## src/rtl/stream_mux_rr.sv

```systemverilog
// CH-input stream multiplexer with packet-level arbitration (round-robin or
// external select) and a registered, channel-tagged output stream.
module stream_mux_rr #(
   parameter int N    = 16,
   parameter int CH   = 4,
   parameter int MODE = 0,
   localparam int CW  = ($clog2(CH) > 0) ? $clog2(CH) : 1
) (
   input  logic              clk_i,
   input  logic              reset_i,
   input  logic [CW-1:0]     sel_i,
   input  logic [CH-1:0]     in_valid_i,
   output logic [CH-1:0]     in_ready_o,
   input  logic [CH*N-1:0]   in_data_i,
   input  logic [CH-1:0]     in_last_i,
   output logic              out_valid_o,
   input  logic              out_ready_i,
   output logic [N-1:0]      out_data_o,
   output logic              out_last_o,
   output logic [CW-1:0]     out_ch_o,
   output logic              busy_o
);

   // state  | meaning
   // IDLE   | no packet in progress, arbitrate among valid channels
   // LOCKED | grant held on lock_ch until its last beat is accepted
   typedef enum logic {ST_IDLE, ST_LOCKED} state_t;

   state_t          state_q, state_d;
   logic [CW-1:0]   ptr_q, ptr_d;
   logic [CW-1:0]   lock_ch_q, lock_ch_d;
   logic            out_valid_q, out_valid_d;
   logic [N-1:0]    out_data_q, out_data_d;
   logic            out_last_q, out_last_d;
   logic [CW-1:0]   out_ch_q, out_ch_d;

   logic            gnt_valid;
   logic [CW-1:0]   gnt;
   logic [CW-1:0]   gnt_inc;
   logic [N-1:0]    gnt_data;
   logic            gnt_last;
   logic            gnt_in_valid;
   logic            space;
   logic            accept;
   int              idx;

   always_comb begin
      gnt_valid = 1'b0;
      gnt       = '0;
      idx       = 0;
      if (state_q == ST_LOCKED) begin
         gnt_valid = 1'b1;
         gnt       = lock_ch_q;
      end else if (MODE == 0) begin
         // search ptr, ptr+1, ... wrapping; first valid channel wins
         for (int k = 0; k < CH; k++) begin
            idx = int'(ptr_q) + k;
            if (idx >= CH) idx = idx - CH;
            for (int i = 0; i < CH; i++) begin
               if (!gnt_valid && idx == i && in_valid_i[i]) begin
                  gnt_valid = 1'b1;
                  gnt       = CW'(i);
               end
            end
         end
      end else begin
         for (int i = 0; i < CH; i++) begin
            if (sel_i == CW'(i) && in_valid_i[i]) begin
               gnt_valid = 1'b1;
               gnt       = CW'(i);
            end
         end
      end
   end

   always_comb begin
      gnt_data     = '0;
      gnt_last     = 1'b0;
      gnt_in_valid = 1'b0;
      for (int i = 0; i < CH; i++) begin
         if (gnt == CW'(i)) begin
            gnt_data     = in_data_i[i*N +: N];
            gnt_last     = in_last_i[i];
            gnt_in_valid = in_valid_i[i];
         end
      end
   end

   assign space   = ~out_valid_q | out_ready_i;
   assign accept  = ~reset_i & gnt_valid & space & gnt_in_valid;
   assign gnt_inc = (int'(gnt) == CH - 1) ? '0 : gnt + CW'(1);

   always_comb begin
      for (int i = 0; i < CH; i++) begin
         in_ready_o[i] = ~reset_i & gnt_valid & (gnt == CW'(i)) & space;
      end
   end

   always_comb begin
      state_d     = state_q;
      ptr_d       = ptr_q;
      lock_ch_d   = lock_ch_q;
      out_valid_d = out_valid_q;
      out_data_d  = out_data_q;
      out_last_d  = out_last_q;
      out_ch_d    = out_ch_q;
      if (accept) begin
         out_valid_d = 1'b1;
         out_data_d  = gnt_data;
         out_last_d  = gnt_last;
         out_ch_d    = gnt;
      end else if (out_ready_i) begin
         out_valid_d = 1'b0;
      end
      // ptr only advances when a packet completes
      if (accept) begin
         case (state_q)
            ST_IDLE: begin
               if (gnt_last) begin
                  ptr_d = gnt_inc;
               end else begin
                  state_d   = ST_LOCKED;
                  lock_ch_d = gnt;
               end
            end
            ST_LOCKED: begin
               if (gnt_last) begin
                  state_d = ST_IDLE;
                  ptr_d   = gnt_inc;
               end
            end
            default: state_d = ST_IDLE;
         endcase
      end
   end

   always_ff @(posedge clk_i) begin
      if (reset_i) begin
         state_q     <= ST_IDLE;
         ptr_q       <= '0;
         lock_ch_q   <= '0;
         out_valid_q <= 1'b0;
         out_data_q  <= '0;
         out_last_q  <= 1'b0;
         out_ch_q    <= '0;
      end else begin
         state_q     <= state_d;
         ptr_q       <= ptr_d;
         lock_ch_q   <= lock_ch_d;
         out_valid_q <= out_valid_d;
         out_data_q  <= out_data_d;
         out_last_q  <= out_last_d;
         out_ch_q    <= out_ch_d;
      end
   end

   assign out_valid_o = out_valid_q;
   assign out_data_o  = out_data_q;
   assign out_last_o  = out_last_q;
   assign out_ch_o    = out_ch_q;
   assign busy_o      = (state_q == ST_LOCKED);

endmodule
```

## config.mk

```make
export PLATFORM = sky130hd
export DESIGN_NAME = stream_mux_rr
export DESIGN_NICKNAME = d
export VERILOG_FILES = /design/src/rtl/stream_mux_rr.sv
export SDC_FILE = /design/constraint.sdc
export NUM_CORES = 1
export LEC_CHECK = 0
export ABC_AREA = 1
export BUFFER_PORTS_ARGS = -buffer_cell sky130_fd_sc_hd__buf_2
export CAP_MARGIN = 10
export CORE_ASPECT_RATIO = 0.5
export CORE_MARGIN = 5
export CORE_UTILIZATION = 51
export CTS_BUF_LIST = sky130_fd_sc_hd__clkbuf_4
export CTS_CLUSTER_DIAMETER = 50
export DETAILED_ROUTE_END_ITERATION = 16
export GPL_TIMING_DRIVEN = 0
export PLACE_DENSITY = 0.89
export RECOVER_POWER = 100
export SETUP_SLACK_MARGIN = 0.05
export SLEW_MARGIN = 20
export SYNTH_ARGS = -nofsm -noshare
export SYNTH_HDL_FRONTEND = slang
export SYNTH_SLANG_ARGS = --single-unit
```

## constraint.sdc

```tcl
create_clock -name clk_i -period 5.85 [get_ports clk_i]
set_clock_uncertainty 0.2 [all_clocks]
set_input_delay 0.585 -clock clk_i [delete_from_list [all_inputs] [get_ports clk_i]]
set_output_delay 0.585 -clock clk_i [all_outputs]
set_load 0.1 [all_outputs]
```

==> metrics, run 1 <==
Clock Latency Late Sink 320 ps; min cycle time layout 5015 ps; Cells after Synth 297; slew margin rel. 20.01%; Netlist Area Pre-Place 1952 sq um; final WL 6.416 mm; Yosys top cell by area dfxtp_1; ys async rst share 0%; reg-to-reg slack, setup 1290 ps; Detailed Route Iter0 Violations 138; drt drc 0; CTS resizes 0; GRT Total Usage a little under a quarter; final hold vios 0; number of synthesized register bits 25; Cell Rows 15; die width 97.49 um; Total Die Area between 5000 and 6000 sq um; antenna fix cells 0; CP Depth 19; syn nets between 300 and 400; top cells by count, synth nand2_1 (55), nor2_1 (45), inv_1 (43); port bufs 99; maximum root-to-sink buffer count 2; Hold WC Path Type reg -> reg; Worst Path Required 5070 ps; TritonCTS buffer count 3; share of post-route cells with drive strength above 1 27.00%; YS warnings 0; CORE AREA 3566 sq um; routed vias between 2,000 and 2,500; via/cell ratio 5.475; Hold Path Depth 2; CP peak stage delay 890 ps; die outline height 53.75 um; CP Cell Sequence inv_1, nand2_1, nand3_1, nand2_2, nor2_4, nand4_2, nor2_2, nand4_2, nor2_4, nand4_1, nand3_1, nand2_1, inv_1, ha_1, clkbuf_1, clkbuf_1, inv_1, nor2_1, clkbuf_1; Worst Tran Pin Value 1205 ps; Finish-stage setup viols 0; vias in the first global route 2,362; largest net degree at the start of global routing 14; first-pass GRT wire length ~10 mm; sequential area share after synthesis 25.64%; Crit. End Element primary output; RSZ-0062 raised after global routing false; worst setup margin 834.9 ps; status complete, no violations; Slew Limit Fails 0; GRT overflow 0; Largest delay share family, worst path buffers and inverters; Mean Syn Cell Area 6.572 sq um; Top FF cell, synth dfxtp_1; Worst Setup SP ptr_q[1]$_SDFFE_PP0P_; top cells by area, synth dfxtp_1 (26%), nand2_1 (11%), nor2_1 (8.7%); most numerous cell in the Yosys netlist nand2_1; H-tree levels 1; setup TNS 0 ps; Slowest-stage cell, CP clkbuf_1; area delta synth->final 27.24%; Tcrit/Tclk final between 80% and 90%; RR Startpoint ptr_q[1]$_SDFFE_PP0P_; hold buffer count at CTS 0; Clock Pin Slew Worst Setup and Hold Paths 130 ps; Worst R2R End out_data_o[5]$_SDFFE_PP0P_; CTS tree yes; Final nets roughly 480; crit path launch type register; root buffer cell clkbuf_4; Place WS 1359 ps; worst r2r path cells 20; Detail Route Antenna Nets 0; Netlist cell types 28; drt pass-1 iters 4; Worst Setup EP in_ready_o[3]; initial antenna violation count 0; hpwl dp 5.092 mm; Starting Density 54.74%; max_cap viols 0; crit path max fanout 10; kind of critical path reg -> out; top cell type's share of synthesized area 25.64%; gp weighted congestion 0.8931; Post-synth EDFFs 0; clock sink count 25; worst endpoint data arrival time approximately 4200 ps; WL/cell between 10 and 15 um; Fillers 330; post-CTS setup buffer count 0; # IOs roughly 100; max frequency 199.4 MHz; WP buf/inv 6
-- logic make-up after synthesis --
| logic type | share of synthesized area [%] |
|---|---|
| flip-flops | 25.64 |
| AO/OA/AOI/OAI | 27.37 |
| buffers and inverters | 13.59 |
| adder cells (fa/ha/maj) | 2.564 |
| AND/OR/NAND/NOR | 30.83 |
-- metrics by stage --
step           instance area [sq um]  utilization, %  hold WS (ps)  cells
6_report                        2484           69.65         254.0    451
4_1_cts                         2541           71.26         252.0    451
2_1_floorplan                   1952               -         289.2    297
3_3_place_gp                    2511           70.42         231.5    447
5_1_grt                         2484           69.65         248.9    451
3_5_place_dp                    2511           70.42         236.4    447
-- layout by cell type (no fill, tap or decap), types with 6 or more instances in the layout --
master / count
buf_2: 76
nand2_1: 55
nor2_1: 45
inv_1: 43
clkbuf_1: 39
dfxtp_1: 25
a221oi_1: 16
o31ai_1: 16
a21oi_2: 13
o21ai_0: 12
nand3_1: 8
a21oi_1: 8
o21ai_1: 8
nand4_1: 6
-- worst reg2reg max path, stage by stage (launching register included) --
cell and delay (ps):
dfxtp_1 380, nor2_1 310, nand2_1 180, nand4_1 150, nor2_1 70, nor3_1 160
nand2_1 90, nor3_1 180, nand3_1 130, nand2_1 160, inv_1 100, ha_1 200
clkbuf_1 210, inv_1 110, clkbuf_1 410, o22ai_1 140, o21ai_0 520, nand3_4 150
clkbuf_1 270, o21ai_0 290, a21oi_2 40
-- worst min path at each step --
stage                           startpoint                          end  slack, ps
2_1_floorplan    lock_ch_q[0]$_SDFFE_PP0P_    lock_ch_q[0]$_SDFFE_PP0P_        290
3_3_place_gp    out_data_o[0]$_SDFFE_PP0P_   out_data_o[0]$_SDFFE_PP0P_        230
3_5_place_dp   out_data_o[15]$_SDFFE_PP0P_  out_data_o[15]$_SDFFE_PP0P_        240
4_1_cts                            reset_i    lock_ch_q[1]$_SDFFE_PP0P_        250
5_1_grt                            reset_i    lock_ch_q[1]$_SDFFE_PP0P_        250
6_report       out_data_o[15]$_SDFFE_PP0P_  out_data_o[15]$_SDFFE_PP0P_        250
-- cell type report --
class / count / area [sq um] / area share, %
buffer: 17 / 72.57 / 2.922
clock buffer: 4 / 30.03 / 1.209
inverter: 45 / 168.9 / 6.801
multi-input combinational: 210 / 1182 / 47.61
sequential: 25 / 500.5 / 20.15
tap: 51 / 63.81 / 2.569
timing repair buffer: 99 / 465.4 / 18.74
-- registers in the layout, indices dropped and copies added (netlist names) --
name	cells
out_ch_o	2
lock_ch_q	2
out_data_o	16
out_valid_o	1
busy_o	1
out_last_o	1
ptr_q	2
-- per-layer routing --
metal / vias to the layer above / share of wire, % / global-route usage (%)
met2: 113 / 51 / 47.05
li1: 1199 / - / -
met3: 13 / 8.3 / 4.398
met5: - / 0 / 0
met4: 0 / 1.2 / 6.667
met1: 1144 / 40 / 27.62
Power of run 1 is left out: the tool's default activity adds up to more than one toggle a clock period on the data nets, which glitch-free logic cannot reach.
==> run 2: changes to the inputs <==
BUFFER_PORTS_ARGS = not set   (was -buffer_cell sky130_fd_sc_hd__buf_2)
CORE_UTILIZATION = 65   (was 51)
DONT_BUFFER_PORTS = 1   (was not set)
PLACE_DENSITY = 0.81   (was 0.89)
==> run 2 against run 1 <==
The run now ends with max-capacitance violations, max-slew violations left. Die area down 19%. Cell count shrank 24%. Routed wire length down 12%. Sequential share of layout area is 4.8 points higher. Hold slack lost 160 ps. Global-route usage rose by 2.4 points. Critical path type unchanged. Largest cell class unchanged.
==> metrics, run 2 (same netlist as run 1, synthesis figures left out) <==
cell mode on critical path nand2_1; port bufs 0 (was 99); Largest register FFs 16 (unchanged); final std cells w/o fill 341 (was 451); GRT overflow 0 (unchanged); Starting Density 66.33% (was 54.74%); clock sink count 25 (unchanged); largest net degree at the start of global routing 15 (was 14); Worst Path Required 5070 ps (about the same); root buffer cell clkbuf_4 (unchanged); Slew Limit Fails 2 (was 0); routed vias 2,049 (was 2,469); Cell Rows 14 (was 15); Detailed Route Iter0 Violations 131 (was 138); HP Start reset_i (was out_data_o[15]$_SDFFE_PP0P_); WP buf/inv 4 (was 6); CP peak stage delay 900 ps (was 890 ps); final hold vios 0 (unchanged); WL/cell 16.58 um (was 14.23 um); RSZ-0062 raised after global routing false (unchanged); min cycle time layout 5025 ps (was 5015 ps); Hold Path Depth 1 (was 2); Finish-stage setup viols 0 (unchanged); H-tree levels 1 (unchanged); Clock Pin Slew Worst Setup and Hold Paths 140 ps (was 130 ps); area of placed instances 2012 sq um (was 2511 sq um); Tcrit/Tclk final 85.90% (was 85.73%); setup TNS 0 ps (unchanged); commonest non-fill, non-tap cell in the layout nand2_1 (was buf_2); antenna fix cells 0 (unchanged); slew margin rel. -19.43% (was 20.01%); Slowest-stage cell, CP nor2_2 (was clkbuf_1); CTS resizes 0 (unchanged); initial antenna violation count 0 (unchanged); RR Startpoint ptr_q[0]$_SDFFE_PP0P_ (was ptr_q[1]$_SDFFE_PP0P_); CP Cell Sequence nor2_1, nand2_1, nand4_1, nor2_1, nor3_1, nand2_1, nor2_1, nand2_1, nor2_1, nand2_1, nand2_1, ha_1, clkbuf_1, inv_1, clkbuf_1, clkbuf_1, nor2_2 (was inv_1, nand2_1, nand3_1, nand2_2, nor2_4, nand4_2, nor2_2, nand4_2, nor2_4, nand4_1, nand3_1, nand2_1, inv_1, ha_1, clkbuf_1, clkbuf_1, inv_1, nor2_1, clkbuf_1); Hold WC Path Type in -> reg (was reg -> reg); area delta synth->final 2.885% (was 27.24%); die outline height 48.75 um (was 53.75 um); maximum root-to-sink buffer count 2 (unchanged); # placed instances 337 (was 447); Min-Delay Endpoint lock_ch_q[1]$_SDFFE_PP0P_ (was out_data_o[15]$_SDFFE_PP0P_); gp weighted congestion 0.8325 (was 0.8931); post-CTS setup buffer count 0 (unchanged); hold buffer count at CTS 0 (unchanged); Crit. End Element primary output (unchanged); drt drc 0 (unchanged); crit path launch type register (unchanged); Worst Tran Pin Value 1785 ps (was 1205 ps); crit path max fanout 10 (unchanged); first-pass GRT wire length 9.211 mm (was 10.34 mm); status complete, but fails checks (was complete, no violations); worst endpoint data arrival time 4240 ps (was 4230 ps); max frequency 199.0 MHz (was 199.4 MHz); drt pass-1 iters 4 (unchanged); Worst R2R End out_data_o[12]$_SDFFE_PP0P_ (was out_data_o[5]$_SDFFE_PP0P_); worst r2r path cells 20 (unchanged); kind of critical path reg -> out (unchanged); final std cell area, no fill 2008 sq um (was 2484 sq um); reg-to-reg slack, setup 1390 ps (was 1290 ps); share of post-route cells with drive strength above 1 11.30% (was 27.00%); Final nets 383 (was 482); most frequent cells in the layout nand2_1 (55), inv_1 (44), nor2_1 (44) (was buf_2 (76), nand2_1 (55), nor2_1 (45)); max_cap viols 2 (was 0); Largest delay share family, worst path simple AND/OR/NAND/NOR gates (was buffers and inverters); Total Die Area 4265 sq um (was 5240 sq um); die width 87.50 um (was 97.49 um); CTS tree yes (unchanged); # IOs 102 (unchanged); vias in the first global route 2,015 (was 2,362); hpwl dp 4.514 mm (was 5.092 mm); Clock Latency Late Sink 330 ps (was 320 ps); CORE AREA 2943 sq um (was 3566 sq um); violated checks max-capacitance violations, max-slew violations; TritonCTS buffer count 3 (unchanged); GRT Total Usage 26.34% (was 23.96%); Detail Route Antenna Nets 0 (unchanged); final WL 5.654 mm (was 6.416 mm); via/cell ratio 6.009 (was 5.475)
## run 2: stage by stage
stage,hold WS [ps],util [%],setup WS [ps]
finish,93.43,68.24,824.7
global route,69.99,68.24,439.5
CTS,89.77,69.30,945.1
detailed placement,312.4,68.37,1267
global placement,303.2,68.03,887.5
floorplan,289.2,-,1286
## run 2: worst register-to-register path: stages, from the launching register on
cell      delay (ps)
dfxtp_1          380
nor2_1           320
nand2_1          190
nand4_1          160
nor2_1            70
nor3_1           170
nand2_1           90
nor3_1           170
nand3_1          120
nand2_1          150
inv_1            100
ha_1             200
clkbuf_1         210
inv_1            110
clkbuf_1         380
o22ai_1          130
o21ai_0          430
nand3_4          140
clkbuf_1         260
o21ai_0          300
a21oi_2           50
## run 2: worst max path at each step
| stage | from | cells past startpoint | end | slack [ps] |
|---|---|---|---|---|
| global placement | in_valid_i[3] | 17 | in_ready_o[2] | 890 |
| floorplan | in_valid_i[3] | 17 | in_ready_o[2] | 1290 |
| detailed placement | in_valid_i[2] | 17 | in_ready_o[2] | 1270 |
| global route | ptr_q[0]$_SDFFE_PP0P_ | 17 | in_ready_o[2] | 440 |
| finish | ptr_q[0]$_SDFFE_PP0P_ | 17 | in_ready_o[2] | 820 |
| CTS | ptr_q[0]$_SDFFE_PP0P_ | 18 | in_ready_o[2] | 950 |
## run 2: cell type report
| class | count | area (sq um) |
|---|---|---|
| Tap cell | 40 | 50.05 |
| Fill cell | 300 | 934.6 |
| Inverter | 45 | 168.9 |
| Clock inverter | 1 | 5.005 |
| Clock buffer | 3 | 22.52 |
| Buffer | 17 | 72.57 |
| Multi-Input combinational cell | 210 | 1189 |
| Sequential cell | 25 | 500.5 |
## run 2: per-layer routing
metal	global-route usage (%)	part of all wire (%)
met5	0	0
met3	6.610	7.7
met4	5.612	0.76
met2	44.88	50
met1	33.44	42
Power of run 2 is left out for the same reason.
